--- src/rtl/jpeg_pkg.sv ---
// Shared definitions for the JPEG pixel output stage: FSM states, level-shift
// and clamp constants, and the pixel-pair record carried through the FIFO.
package jpeg_pkg;

  typedef enum logic [1:0] {
    IDLE,
    READ,
    DRAIN
  } pixoutState_t;

  localparam int LEVEL_SHIFT = 128;
  localparam int PIX_MIN     = 0;
  localparam int PIX_MAX     = 255;

  localparam logic [4:0] BLOCK_LAST_ADDR = 5'h1F;

  // One buffered output pair plus the block address it came from.
  typedef struct packed {
    logic [4:0] addr;
    logic [7:0] pixA;
    logic [7:0] pixB;
  } pixPair_t;

endpackage

--- src/rtl/jpeg_pixout_fifo.sv ---
// Small synchronous FIFO for pixel pairs. DEPTH must be a power of two >= 2.
// Pointers carry one extra wrap bit so full and empty are distinguishable.
module jpeg_pixout_fifo #(
  parameter int DEPTH = 2,
  parameter int WIDTH = 21
) (
  input  logic                     clk,
  input  logic                     rst,
  input  logic                     push,
  input  logic [WIDTH-1:0]         pushData,
  input  logic                     pop,
  output logic [WIDTH-1:0]         popData,
  output logic                     full,
  output logic                     empty,
  output logic [$clog2(DEPTH):0]   count
);

  localparam int AW = $clog2(DEPTH);

  logic [WIDTH-1:0] mem [DEPTH];
  logic [AW:0]      wrPtr;
  logic [AW:0]      rdPtr;
  logic             doPush;
  logic             doPop;

  assign count   = wrPtr - rdPtr;
  assign empty   = (wrPtr == rdPtr);
  assign full    = (count == (AW + 1)'(DEPTH));
  assign doPop   = pop && !empty;
  assign doPush  = push && (!full || doPop);
  assign popData = mem[rdPtr[AW-1:0]];

  // Storage write port.
  // NOTE: the storage array has no reset; empty gates every use of stale entries.
  always_ff @(posedge clk) begin
    if (doPush) mem[wrPtr[AW-1:0]] <= pushData;
  end

  // Read/write pointer update; reset and flush share the rst input.
  // NOTE: state registers use non-blocking assignments so every block sees pre-edge values.
  always_ff @(posedge clk) begin
    if (rst) begin
      wrPtr <= '0;
      rdPtr <= '0;
    end else begin
      if (doPush) wrPtr <= wrPtr + 1'b1;
      if (doPop)  rdPtr <= rdPtr + 1'b1;
    end
  end

endmodule

--- src/rtl/jpeg_idct_pixout.sv ---
// iDCT pixel output stage: reads 32-word blocks (two samples per word) from
// the upstream bank buffer, scales, level-shifts and clamps each sample to an
// 8-bit pixel, and presents pairs through a small FIFO with ready/enable flow
// control. Optional rounding is enabled by defining JPEG_IDCT_PIXOUT_ROUND_EN.
module jpeg_idct_pixout
  import jpeg_pkg::*;
#(
  parameter int SHIFT      = 3,
  parameter int FIFO_DEPTH = 2
) (
  input  logic        clk,
  input  logic        rst,
  input  logic        DataInit,
  input  logic        DataInEnable,
  output logic        DataInRead,
  output logic [4:0]  DataInAddress,
  input  logic [15:0] DataInA,
  input  logic [15:0] DataInB,
  output logic        OutEnable,
  input  logic        OutReady,
  output logic [7:0]  OutPixelA,
  output logic [7:0]  OutPixelB,
  output logic [4:0]  OutAddress,
  output logic        OutBlockEnd
);

`ifdef JPEG_IDCT_PIXOUT_ROUND_EN
  localparam logic signed [16:0] ROUND = 17'(1 << (SHIFT - 1));
`else
  localparam logic signed [16:0] ROUND = '0;
`endif

  localparam int PAIR_W = $bits(pixPair_t);
  localparam int CNT_W  = $clog2(FIFO_DEPTH) + 1;
  localparam int CRD_W  = CNT_W + 1;

  // Scale one signed sample to a clamped unsigned pixel.
  function automatic logic [7:0] toPixel(input logic signed [15:0] x);
    logic signed [16:0] sum;
    logic signed [16:0] scaled;
    logic signed [16:0] level;
    sum    = $signed({x[15], x}) + ROUND;
    scaled = sum >>> SHIFT;
    level  = scaled + 17'(LEVEL_SHIFT);
    if (level < 17'(PIX_MIN))      return 8'(PIX_MIN);
    else if (level > 17'(PIX_MAX)) return 8'(PIX_MAX);
    else                           return level[7:0];
  endfunction

  pixoutState_t        state;
  logic [4:0]          addrCnt;
  logic                inFlight;
  logic [4:0]          inFlightAddr;
  logic                fifoRst;
  logic                fifoPush;
  logic                fifoFull;
  logic                fifoEmpty;
  logic [CNT_W-1:0]    fifoCount;
  logic [PAIR_W-1:0]   headBits;
  pixPair_t            headPair;
  pixPair_t            pushPair;
  logic                popNow;
  logic [CRD_W-1:0]    pending;
  logic                canRead;

  // Reads are throttled so buffered plus in-flight pairs never exceed the FIFO.
  assign popNow  = OutEnable && OutReady;
  assign pending = CRD_W'(fifoCount) + CRD_W'(inFlight) - CRD_W'(popNow);
  assign canRead = !fifoFull && (pending < CRD_W'(FIFO_DEPTH));

  // In DRAIN a waiting next block may start immediately, keeping one pair per cycle.
  assign DataInRead    = !DataInit && canRead &&
                         ((state == READ) || ((state == DRAIN) && DataInEnable));
  assign DataInAddress = addrCnt;

  // Block read sequencing: address counter and IDLE/READ/DRAIN control.
  always_ff @(posedge clk) begin
    if (rst || DataInit) begin
      state   <= IDLE;
      addrCnt <= '0;
    end else begin
      unique case (state)
        IDLE: if (DataInEnable) state <= READ;
        READ: begin
          if (DataInRead) begin
            addrCnt <= addrCnt + 1'b1;
            if (addrCnt == BLOCK_LAST_ADDR) state <= DRAIN;
          end
        end
        DRAIN: begin
          if (DataInRead) begin
            addrCnt <= addrCnt + 1'b1;
            state   <= READ;
          end else if (fifoEmpty && !DataInEnable) begin
            state <= IDLE;
          end
        end
        default: state <= IDLE;
      endcase
    end
  end

  // Remember which address the upstream buffer is returning this cycle.
  always_ff @(posedge clk) begin
    if (rst || DataInit) begin
      inFlight     <= 1'b0;
      inFlightAddr <= '0;
    end else begin
      inFlight     <= DataInRead;
      inFlightAddr <= addrCnt;
    end
  end

  // Returned samples are converted and pushed in the capture cycle.
  assign pushPair = '{addr: inFlightAddr, pixA: toPixel(DataInA), pixB: toPixel(DataInB)};
  assign fifoPush = inFlight && !DataInit;
  assign fifoRst  = rst || DataInit;

  jpeg_pixout_fifo #(
    .DEPTH (FIFO_DEPTH),
    .WIDTH (PAIR_W)
  ) uFifo (
    .clk      (clk),
    .rst      (fifoRst),
    .push     (fifoPush),
    .pushData (pushPair),
    .pop      (popNow),
    .popData  (headBits),
    .full     (fifoFull),
    .empty    (fifoEmpty),
    .count    (fifoCount)
  );

  // Head of the FIFO is presented directly; fields read zero while empty.
  assign headPair    = pixPair_t'(headBits);
  assign OutEnable   = !fifoEmpty;
  assign OutPixelA   = fifoEmpty ? '0 : headPair.pixA;
  assign OutPixelB   = fifoEmpty ? '0 : headPair.pixB;
  assign OutAddress  = fifoEmpty ? '0 : headPair.addr;
  assign OutBlockEnd = !fifoEmpty && (headPair.addr == BLOCK_LAST_ADDR);

endmodule

--- config.mk ---
export PLATFORM = sky130hd
export DESIGN_NAME = jpeg_idct_pixout
export DESIGN_NICKNAME = d
export VERILOG_FILES = /design/src/rtl/jpeg_pkg.sv /design/src/rtl/jpeg_pixout_fifo.sv /design/src/rtl/jpeg_idct_pixout.sv
export SDC_FILE = /design/constraint.sdc
export NUM_CORES = 1
export LEC_CHECK = 0
export ABC_CLOCK_PERIOD_IN_PS = 3500
export BUFFER_PORTS_ARGS = -buffer_cell sky130_fd_sc_hd__buf_2
export CORE_AREA = 2 2 81 83
export DETAILED_ROUTE_END_ITERATION = 6
export DIE_AREA = 0 0 83 85
export HOLD_SLACK_MARGIN = 0.08
export PLACE_DENSITY = 0.76
export SETUP_SLACK_MARGIN = 0.5
export SYNTH_ARGS = -nofsm -noshare
export SYNTH_HDL_FRONTEND = slang
export SYNTH_SLANG_ARGS = --single-unit
--- constraint.sdc ---
create_clock -name clk -period 3.5 [get_ports clk]
set_clock_uncertainty 0.2 [all_clocks]
set_input_delay 0.7 -clock clk [delete_from_list [all_inputs] [get_ports clk]]
set_output_delay 0.7 -clock clk [all_outputs]
set_load 0.1 [all_outputs]
Word-level counts from Yosys, hierarchy flattened:

Memory sizes are Yosys's and may differ from the RTL's. A register that Yosys moved wholly into a read port is not among the register bits.
Index checks and enable logic that the tools add are counted.

* register bits after elaboration: 17
* bits in latches: 0
* memory bits (writable): 42
* memory bits (read-only): 0
* logic and storage cells: 68
* memories kept: 1

Memory list
* uFifo.mem: depth 2, width 21, rd ports 1, clocked after memory_dff 1, write ports 1, RTL line jpeg_pixout_fifo.sv:20 `logic [WIDTH-1:0] mem [DEPTH];`

* $add $sub $neg: 8
* multiply operators: 0
* divide/modulo/power cells: 0
* magnitude comparators: 5
* equal/unequal tests: 10
* shift-type cells: 0
* multiplexer cells: 17
* bitwise operators: 0
* reductions and logical operators: 21

Operators with widths (count)
* 2-to-1 mux 8 bit: 6
* adder 13 x 9 -> 14 bit (second input constant): 2
* > comparator 14 x 9 -> 1 bit (second input constant): 2
* less-than comparator 14 x 1 -> 1 bit (second input constant): 2
* == test 5 bit (second input constant): 2
* logical AND 1 bit: 10
* 2-to-1 mux 2 bit: 5
* one-hot mux 2 bit (3 select lines): 1
* adder 5 x 1 -> 5 bit (second input constant): 1
* 2-to-1 mux 5 bit: 1
* adder 2 x 1 -> 2 bit (second input constant): 2
* == test 2 bit (second input constant): 2
* zero test 1 bit: 4
* 2-to-1 mux 1 bit: 4
* != test 2 bit (second input constant): 2
* AND reduction 4 bit: 1
* adder 2 x 1 -> 3 bit: 1
* logical OR 1 bit: 3
* less-than comparator 3 x 2 -> 1 bit (second input constant): 1
* != test 3 x 2 -> 1 bit (second input constant): 1
* subtractor 3 x 1 -> 3 bit: 1
* == test 2 x 1 -> 1 bit (second input constant): 1
* == test 2 bit: 1
* zero test 2 bit: 1
* 4 further kinds: 4

Longest topological paths before layout:

Gate-level depths: netlist of the first run.

* depth after elaboration: 10
* mapped depth: 14
* depth with buffers taken out: 13

Hierarchy:

Synthesis of the first run repeated with hierarchy kept, for this count alone.

* cells, all modules: 238
* area total of the unflattened synthesis: 2931.6 um2

By module, submodules not included
* jpeg_pixout_fifo: instances 1, cells each 98, area an instance 1793.0 um2
* jpeg_idct_pixout: instances 1, cells each 140, area an instance 1138.6 um2

Worst setup path after synthesis of the first run:

OpenSTA, ideal clock, no wires.

* path kind: register -> output
* start: reg uFifo.wrPtr[0]
* end: out DataInRead
* arrival: 3.701 ns
* path slack: -1.101 ns
* cell stages (with the launch flop): 14
* path buffers: 1
* cell sequence: dfxtp_1 > inv_1 > ha_1 > and2_1 > clkbuf_1 > inv_1 > and2_1 > ha_1 > nand2b_1 > fa_1 > nand2b_1 > nor2_1 > nand2_1 > inv_1

* cells in the longest elaborated chain, start to end: 8
* elaborated cells on any way between the ends: 12

Ends and longest elaborated chain
* start, declared: RTL line jpeg_pixout_fifo.sv:21 `logic [AW:0] wrPtr;`
* start signal, assigned: RTL line jpeg_pixout_fifo.sv:46 `if (doPush) wrPtr <= wrPtr + 1'b1;`
* == test 2 bit: RTL line jpeg_pixout_fifo.sv:27 `assign empty = (wrPtr == rdPtr);`
* zero test 1 bit: RTL line jpeg_idct_pixout.sv:136 `assign OutEnable = !fifoEmpty;`
* named net OutEnable: RTL line jpeg_idct_pixout.sv:19 `output logic OutEnable,`
* logical AND 1 bit: RTL line jpeg_idct_pixout.sv:67 `assign popNow = OutEnable && OutReady;`
* subtractor 3 x 1 -> 3 bit: RTL line jpeg_idct_pixout.sv:68 `assign pending = CRD_W'(fifoCount) + CRD_W'(inFlight) - CRD_W'(popNow);`
* less-than comparator 3 x 2 -> 1 bit: RTL line jpeg_idct_pixout.sv:69 `assign canRead = !fifoFull && (pending < CRD_W'(FIFO_DEPTH));`
* logical AND 1 bit: RTL line jpeg_idct_pixout.sv:69
* logical AND 1 bit (2 in a row): RTL line jpeg_idct_pixout.sv:72 `assign DataInRead = !DataInit && canRead &&`
* end, declared: RTL line jpeg_idct_pixout.sv:15 `output logic DataInRead,`

The timed path passes the listed nets, and every way through them passes these cells.

Final worst setup path of the first run:

* start: reg uFifo.wrPtr[0]
* end: out DataInRead

* cells in the longest elaborated chain, start to end: 8
* elaborated cells on any way between the ends: 12

Ends and longest elaborated chain (RTL line)
* branches (longest 5 deep; another with adder 2 x 1 -> 3 bit)
* logical AND 1 bit *: jpeg_idct_pixout.sv:69
* logical AND 1 bit * (2 in a row): jpeg_idct_pixout.sv:72

Mark *: on every way between the ends.

==> impl_metrics.ini, run 1 <==
[run_status]
outcome = finished, violations left
failed_checks = negative setup slack

[floorplanning]
start_util = 0.464
die_w_um = 83
row_count = 29
die_y_um = 85
core_mm2 = 0.00620
die_area_mm2 = 0.00706
ios = 66

[setup_path]
reg2regPathDepth = 20
cpPeakStageDelay_ps = 530
r2r-end = DataInAddress[3]$_SDFFE_PP0P_
crit_buf_inv = 4
cp_max_fo = 2
endpoint_kind = primary output
crit_path_start_kind = register
r2r-start = uFifo.wrPtr[0]$_SDFFE_PP0P_
crit_required_ps = 2600
rrSetupSlack_ps = -180
path_cells = inv_2 -> ha_4 -> and2_4 -> clkinvlp_4 -> and2_4 -> ha_4 -> nand2b_4 -> fa_1 -> nand2b_1 -> nor2_2 -> nand2_2 -> clkinvlp_4 -> buf_12
critPathArrivalTime_ps = 2830
crit_family = adder cells
worstSetupPathType = register to primary output
crit_path_top_delay_cell = fa_1

[route]
drtIter0Drc = 66
drc = 0
drtPass1Iterations = 4
via_per_inst = 5.08
vias = 2105
wl_per_cell_um = 14.2
ant_nets = 0
drt-total-wl_um = 5880

[clock_network]
htreeDepth = 3
clkLatencyLatePin_ps = 330
clockBufferDepth = 2
cts_tree = built
root_buffer = clkbuf_8
cts_buffers = 9
clkTransAtPathRegs_ps = 60
clock-sinks = 60

[grt]
grt_max_degree = 24
antenna_found_initial = 0
grt_util_met1 = 0.190
grt_overflow = 0
grt_first_pass_wirelength_um = 9620
grt_util_all_layers = 0.176
grt_util_met3 = 0.0379
top_usage_layer = met2
use_met2 = 0.317
grt_pass1_vias = 2181

[power_and_ir_drop]
leakagePower_nw = 1.47
ir_worst_vdd_v = 0.000242
power_density_mw_per_mm2 = 381
power.total_mw = 1.48

[yosys]
synth_seq_cells = 60
synthArstFlopShare = 0
yosysTopAreaCell = edfxtp_1
synthTopCellsByArea = edfxtp_1, dfxtp_1, mux2i_1
yosysWarnings = 0
synth_top_cell_area_share = 0.438
synth-edff-count = 42
syn_area_mm2 = 0.00288
synth.distinct_cells = 38
syn_inst = 244
synth_top_flop_cell = edfxtp_1
ys_seq_area_frac = 0.563
synth_area_per_cell_um2 = 11.8
synthesis.nets = 293

[place]
portBuffers = 59
hpwl_um = 3940
gp_congestion = 0.758
placedCellCount = 379

[final_layout]
drive_above_1_share = 0.442
final_common_cell = edfxtp_1
antenna_cells = 0
final_cell_mix = edfxtp_1, buf_2, nor2_2
fin_util = 0.624
area_growth_pct = 34.6
instances_no_fill = 414
nNetsFinal = 381

[min_path]
min-delay-start = inFlightAddr[3]$_SDFF_PP0_
whs_path_depth = 0
hold_end = uFifo.mem[0][19]$_DFFE_PP_
hp-class = register to register

[sta]
fin_setup_tns_ps = -597
setup-violations-final = 5
holdWs_ps = 235
setup_ws_ps = -235
slew_headroom = 0.433
min_period_over_period = 1.07
fin_crit_ps = 3730
rsz0062_at_grt = true
drv_slew = 0
hold_viol_final = 0
fmax_mhz = 268
worst_slew_pin_slew_ps = 850

[flow_run]
drv_cap = 0
Yosys cell counts, drive strengths merged (2+ instances only):
master and count:
edfxtp 42, nor2 38, mux2i 23, dfxtp 18, o21a 16, ha 11, inv 11, nand2 11
nand3 8, and2 7, xor2 7, clkbuf 6, a21oi 4, a31oi 4, nor3 4, o21ai 4
nand2b 3, nor2b 3, xnor2 3, a2111o 2, a211o 2, a31o 2, nand4 2, o211ai 2
where the power goes:
group / internal [mW] / switching [mW] / leakage [nW]
Combinational: 0.0537 / 0.0653 / 0.869
Sequential: 0.761 / 0.00241 / 0.513
Clock: 0.324 / 0.269 / 0.0907
metrics by stage:
| step | worst slack [ps] | area [um^2] |
|---|---|---|
| 6_report | -235 | 3870 |
| 5_1_grt | -336 | 3870 |
| 4_1_cts | -178 | 3730 |
| 3_5_place_dp | 50.0 | 3410 |
| 3_3_place_gp | 101 | 3410 |
| 2_1_floorplan | -602 | 2990 |
how the worst max path moves through the flow:
stage,from,endpoint,cells past startpoint
5_1_grt,uFifo.wrPtr[0]$_SDFFE_PP0P_,DataInRead,13
2_1_floorplan,uFifo.wrPtr[0]$_SDFFE_PP0P_,DataInRead,13
6_report,uFifo.wrPtr[0]$_SDFFE_PP0P_,DataInRead,13
3_5_place_dp,uFifo.wrPtr[0]$_SDFFE_PP0P_,DataInRead,13
3_3_place_gp,uFifo.wrPtr[0]$_SDFFE_PP0P_,DataInRead,13
4_1_cts,uFifo.wrPtr[0]$_SDFFE_PP0P_,DataInRead,13
state kept, by name, indices dropped and copies added, names as in the netlist, named ones only:
register / count
uFifo.mem: 42
DataInAddress: 5
uFifo.rdPtr: 2
uFifo.wrPtr: 2
inFlight: 1
state: 2
inFlightAddr: 5
cells by family (layout without fill, tap and decap cells):
| logic type | after synthesis | count (layout) | share of synthesized area |
|---|---|---|---|
| AND/OR/NAND/NOR | 82 | 82 | 0.137 |
| AO/OA/AOI/OAI | 37 | 37 | 0.0948 |
| multiplexers | 24 | 24 | 0.0883 |
| adder cells (fa/ha/maj) | 12 | 12 | 0.0548 |
| flip-flops | 60 | 60 | 0.563 |
| XOR/XNOR | 11 | 11 | 0.0387 |
| buffers and inverters | 18 | 111 | 0.0235 |
cell type report:
class                   count  area (um^2)
clock buffers               9          124
clock inverters             7         66.3
fillers                   477         2330
inverters                  11         48.8
multi-input cells         166         1330
flip-flops and latches     60         1620
well taps                  77         96.3
repair buffers             84          587
what timing repair did:
item | CTS | global route
pin swaps | 5 | 9
gates resized for setup | 10 | 37
endpoints found under the setup margin | 5 | 20
setup buffers | 14 | 5
hold buffers | 0 | 0
metal layers:
metal	part of all wire	wire [um]	vias up
met1	0.40	2340	984
li1	-	-	1055
met4	0.022	129	0
met5	0	0	-
met3	0.047	277	12
met2	0.53	3130	54
(Power assumes the default switching activity.)
==> run 2, diff against run 1 <==
- PLACE_DENSITY: 0.76 -> 0.73
==> run 2 against run 1 <==
Against the previous run:
- the flow still finishes with violations (negative setup slack)
- critical path depth unchanged
- die area unchanged
- via count increased by 1.9%
- critical endpoint unchanged
- cell count increased by 1.2%
- largest cell class unchanged
- largest power group unchanged
- sequential share of layout area decreased by 0.67 points
- design area increased by 1.7%
- utilization increased by 1.1 points
- first-iteration DRC count decreased by 12%
==> impl_metrics.ini, run 2 (same netlist as run 1, synthesis figures left out) <==
[route]
drc = 0
drtIter0Drc = 58
vias = 2146
drt-total-wl_um = 6460
wl_per_cell_um = 15.4
drtPass1Iterations = 4
via_per_inst = 5.12
ant_nets = 0

[setup_path]
reg2regPathDepth = 21
endpoint_kind = primary output
critPathArrivalTime_ps = 2860
crit_path_start_kind = register
worstSetupPathType = register to primary output
cp_max_fo = 2
r2r-start = uFifo.wrPtr[0]$_SDFFE_PP0P_
rrSetupSlack_ps = -240
r2r-end = DataInAddress[2]$_SDFFE_PP0P_
crit_required_ps = 2600

[power_and_ir_drop]
power.total_mw = 1.57
ir_worst_vdd_v = 0.000231
power_density_mw_per_mm2 = 399
leakagePower_nw = 1.53

[clock_network]
htreeDepth = 3
clkLatencyLatePin_ps = 340
root_buffer = clkbuf_8
clock-sinks = 60
clkTransAtPathRegs_ps = 70
cts_tree = built
cts_hold_buf = 0
clockBufferDepth = 2
cts_buffers = 9

[flow_run]
drv_cap = 0

[final_layout]
fin_util = 0.635
drive_above_1_share = 0.456
largest_reg_flops = 42
antenna_cells = 0
final_cell_mix = buf_2, edfxtp_1, mux2i_1, nor2_2, buf_4
final_common_cell = buf_2
nNetsFinal = 386
fillers = 465
area_growth_pct = 36.9

[run_status]
outcome = finished, violations left
failed_checks = negative setup slack

[sta]
setup-violations-final = 6
drv_slew = 0
worst_slew_pin_slew_ps = 861
rsz0062_at_grt = true
setup_ws_ps = -260
min_period_over_period = 1.07
slew_headroom = 0.425
fin_crit_ps = 3760
fmax_mhz = 266
hold_viol_final = 0

[floorplanning]
die_y_um = 85
die_area_mm2 = 0.00706
core_mm2 = 0.00620
ios = 66
start_util = 0.464
die_w_um = 83
row_count = 29

[min_path]
hold_end = uFifo.mem[1][17]$_DFFE_PP_
whs_path_depth = 0
min-delay-start = inFlightAddr[1]$_SDFF_PP0_
hp-class = register to register

[place]
pre_cts_ws_ps = 56.4
gp_congestion = 0.777
hpwl_um = 3870
portBuffers = 59

[grt]
grt_util_all_layers = 0.186
grt_pass1_vias = 2169
antenna_found_initial = 0
grt_max_degree = 24
grt_overflow = 0
grt_first_pass_wirelength_um = 10100
-- run 2: cell count changes in the layout (fill, tap and decap cells not counted), moves of 2 or more --
cell,before,now
clkinv_4,0,2
clkbuf_4,21,12
buf_2,36,46
buf_6,9,13
clkinvlp_4,4,2
-- run 2: cell type report --
cell class | instances | area (um^2) | area share
sequential | 60 | 1630 | 0.413
multi-input combinational | 166 | 1340 | 0.340
timing repair buffer | 89 | 614 | 0.156
clock buffer | 9 | 124 | 0.0314
tap | 77 | 96.3 | 0.0245
clock inverter | 7 | 91.3 | 0.0232
inverter | 11 | 48.8 | 0.0124
-- run 2: worst max-delay path by stage --
stage | cells after the start | startpoint | slack [ps] | end
detailed placement | 13 | uFifo.wrPtr[0]$_SDFFE_PP0P_ | 60 | DataInRead
global placement | 13 | uFifo.wrPtr[0]$_SDFFE_PP0P_ | 110 | DataInRead
floorplan | 13 | uFifo.wrPtr[0]$_SDFFE_PP0P_ | -600 | DataInRead
CTS | 13 | uFifo.wrPtr[0]$_SDFFE_PP0P_ | -150 | DataInRead
finish | 13 | uFifo.wrPtr[0]$_SDFFE_PP0P_ | -260 | DataInRead
global route | 13 | uFifo.wrPtr[0]$_SDFFE_PP0P_ | -320 | DataInRead
-- run 2: worst max-delay path, cell delays in order, from the launching register on --
cell	delay, ps
dfxtp_2	340
inv_2	50
ha_4	260
and2_4	150
clkinvlp_4	90
and2_4	160
ha_4	200
nand2b_4	130
fa_1	520
nand2b_1	100
nor2_2	130
nand2_2	100
clkinvlp_4	90
buf_12	170
-- run 2: repair_timing --
item,CTS,global route
setup buffers,20,4
pin swaps,8,7
endpoints found under the setup margin,5,21
resized for setup,16,26
gates cloned,0,0
-- run 2: stage by stage --
step | std cells | TNS (ps) | hold slack [ps] | instance area, um^2
floorplan | 244 | -995 | 204 | 2990
global placement | 379 | 0 | 205 | 3410
detailed placement | 379 | 0 | 216 | 3410
CTS | 415 | -153 | 229 | 3820
global route | 419 | -1440 | 237 | 3940
finish | 419 | -1000 | 232 | 3940
-- run 2: power by group --
part	switching (mW)	internal [mW]	total (mW)
clock	0.283	0.398	0.681
combinational	0.0684	0.0590	0.127
sequential	0.00249	0.761	0.763
total	0.354	1.22	1.57
-- run 2: layer usage --
| metal | vias to the layer above | wire [um] | global-route usage |
|---|---|---|---|
| li1 | 1063 | - | - |
| met1 | 1016 | 2660 | 0.216 |
| met3 | 13 | 229 | 0.0379 |
| met5 | - | 0 | 0 |
| met4 | 0 | 140 | 0.0835 |
| met2 | 54 | 3440 | 0.332 |
==> run 3, diff against run 2 <==
- SKIP_CTS_REPAIR_TIMING: unset -> 1
==> run 3 against run 2 <==
Against the previous run:
- the run still ends with negative setup slack left
- first-iteration DRC count grew 5.2%
- sequential power barely moved
- worst hold slack worse by 7.4 ps
- via count shrank 4.4%
- clock power decreased by 0.7%
- combinational power is 15% lower
- flip-flop and latch count stayed put
- critical path depth stayed put
- global-route usage down 2.1 points
- setup slack improved by 15 ps
- utilization decreased by 3.3 points
- register-to-register slack improved by 510 ps
- critical path type unchanged
- largest power group unchanged
==> impl_metrics.ini, run 3 (same netlist as run 1, synthesis figures left out) <==
[place]
gp_congestion = 0.777
hpwl_um = 3870
portBuffers = 59

[power_and_ir_drop]
ir_worst_vdd_v = 0.000225
power_density_mw_per_mm2 = 414
power.total_mw = 1.55
p_clk_frac = 0.437
switching_power_uw = 343
seq_power_share = 0.493
p_int_mw = 1.20
leakagePower_nw = 1.44
p_comb_frac = 0.070
p_sw_frac = 0.222

[setup_path]
crit_path_start_kind = register
reg2regPathDepth = 14
cp_max_fo = 4
rrSetupSlack_ps = 270
r2r-end = state[0]$_SDFFE_PP0P_
critPathArrivalTime_ps = 2840
endpoint_kind = primary output
crit_required_ps = 2600
worstSetupPathType = register to primary output
r2r-start = uFifo.wrPtr[0]$_SDFFE_PP0P_

[final_layout]
antenna_cells = 0
drive_above_1_share = 0.414
area_growth_pct = 29.9
fillers = 496
largest_reg_flops = 42
multi_input_comb_area_mm2 = 0.00132
nNetsFinal = 370
regArea_mm2 = 0.00162
final_common_cell = buf_2
final_cell_mix = buf_2, edfxtp_1, mux2i_1, nor2_2

[floorplanning]
ios = 66
die_w_um = 83
die_y_um = 85
die_area_mm2 = 0.00706
start_util = 0.464
row_count = 29
core_mm2 = 0.00620

[sta]
min_period_over_period = 1.07
rsz0062_at_grt = true
setup_ws_ps = -245
fin_crit_ps = 3740
hold_viol_final = 0
drv_slew = 0
worst_slew_pin_slew_ps = 863
fmax_mhz = 267
setup-violations-final = 1
slew_headroom = 0.424
fin_setup_tns_ps = -245

[route]
drt-total-wl_um = 5610
drtPass1Iterations = 4
drc = 0
vias = 2052
ant_nets = 0
wl_per_cell_um = 13.9
drtIter0Drc = 61
via_per_inst = 5.09

[clock_network]
cts_buffers = 9
cts_tree = built
htreeDepth = 3
root_buffer = clkbuf_8
clock-sinks = 60
clkTransAtPathRegs_ps = 70
clockBufferDepth = 2
clkLatencyLatePin_ps = 340

[run_status]
outcome = finished, violations left
failed_checks = negative setup slack

[min_path]
min-delay-start = inFlightAddr[1]$_SDFF_PP0_
hold_end = uFifo.mem[1][17]$_DFFE_PP_
whs_path_depth = 0
hp-class = register to register

[grt]
grt_max_degree = 24
grt_first_pass_wirelength_um = 9050
grt_util_all_layers = 0.165
antenna_found_initial = 0
grt_overflow = 0
grt_pass1_vias = 2012

[flow_run]
drv_cap = 0
==> run 3: area by class of cell <==
type	instances	area share
sequential	60	0.435
clock buffer	9	0.0331
clock inverter	7	0.0244
tap	77	0.0258
timing repair buffer	73	0.117
multi-input combinational	166	0.352
inverter	11	0.0131
==> run 3: per-layer routing <==
layer / part of all wire / routed length, um / vias to the layer above / track usage
met5: 0 / 0 / - / 0
met4: 0.021 / 115 / 0 / 0.0805
met3: 0.043 / 243 / 11 / 0.0360
met2: 0.50 / 2820 / 52 / 0.284
met1: 0.43 / 2430 / 955 / 0.196
li1: - / - / 1034 / -
==> run 3: per-stage QoR <==
step,cells,instance area [um^2],worst slack (ps),utilization,hold slack (ps)
after floorplan,244,2990,-602,-,204
after global placement,379,3410,108,0.549,205
after detailed placement,379,3410,56.4,0.549,216
after CTS,395,3620,-333,0.584,229
after global routing,403,3740,-328,0.602,232
final,403,3740,-245,0.602,225
==> run 3: power groups by stage <==
stage	combinational, mW	clock (mW)	sequential, mW
3_3_place_gp	0.0966	0	0.778
6_report	0.108	0.676	0.763
5_1_grt	0.119	0.719	0.763
3_5_place_dp	0.101	0	0.779
4_1_cts	0.102	0.684	0.763
2_1_floorplan	0.0620	0	0.779
==> run 3: worst max-delay path, cell delays in order, from the launching register on <==
cell        delay [ps]
dfxtp_2            350
inv_2               50
ha_4               290
and2_4             160
clkinvlp_4          90
and2_4             160
ha_4               200
nand2b_4           130
fa_1               510
nand2b_1            90
nor2_2             120
nand2_2             90
clkinvlp_4          90
buf_12             160
==> run 3: how the worst max path moves through the flow <==
stage,start,slack [ps],endpoint
2_1_floorplan,uFifo.wrPtr[0]$_SDFFE_PP0P_,-600,DataInRead
3_3_place_gp,uFifo.wrPtr[0]$_SDFFE_PP0P_,110,DataInRead
3_5_place_dp,uFifo.wrPtr[0]$_SDFFE_PP0P_,60,DataInRead
4_1_cts,uFifo.wrPtr[0]$_SDFFE_PP0P_,-330,DataInRead
5_1_grt,uFifo.wrPtr[0]$_SDFFE_PP0P_,-330,DataInRead
6_report,uFifo.wrPtr[0]$_SDFFE_PP0P_,-240,DataInRead
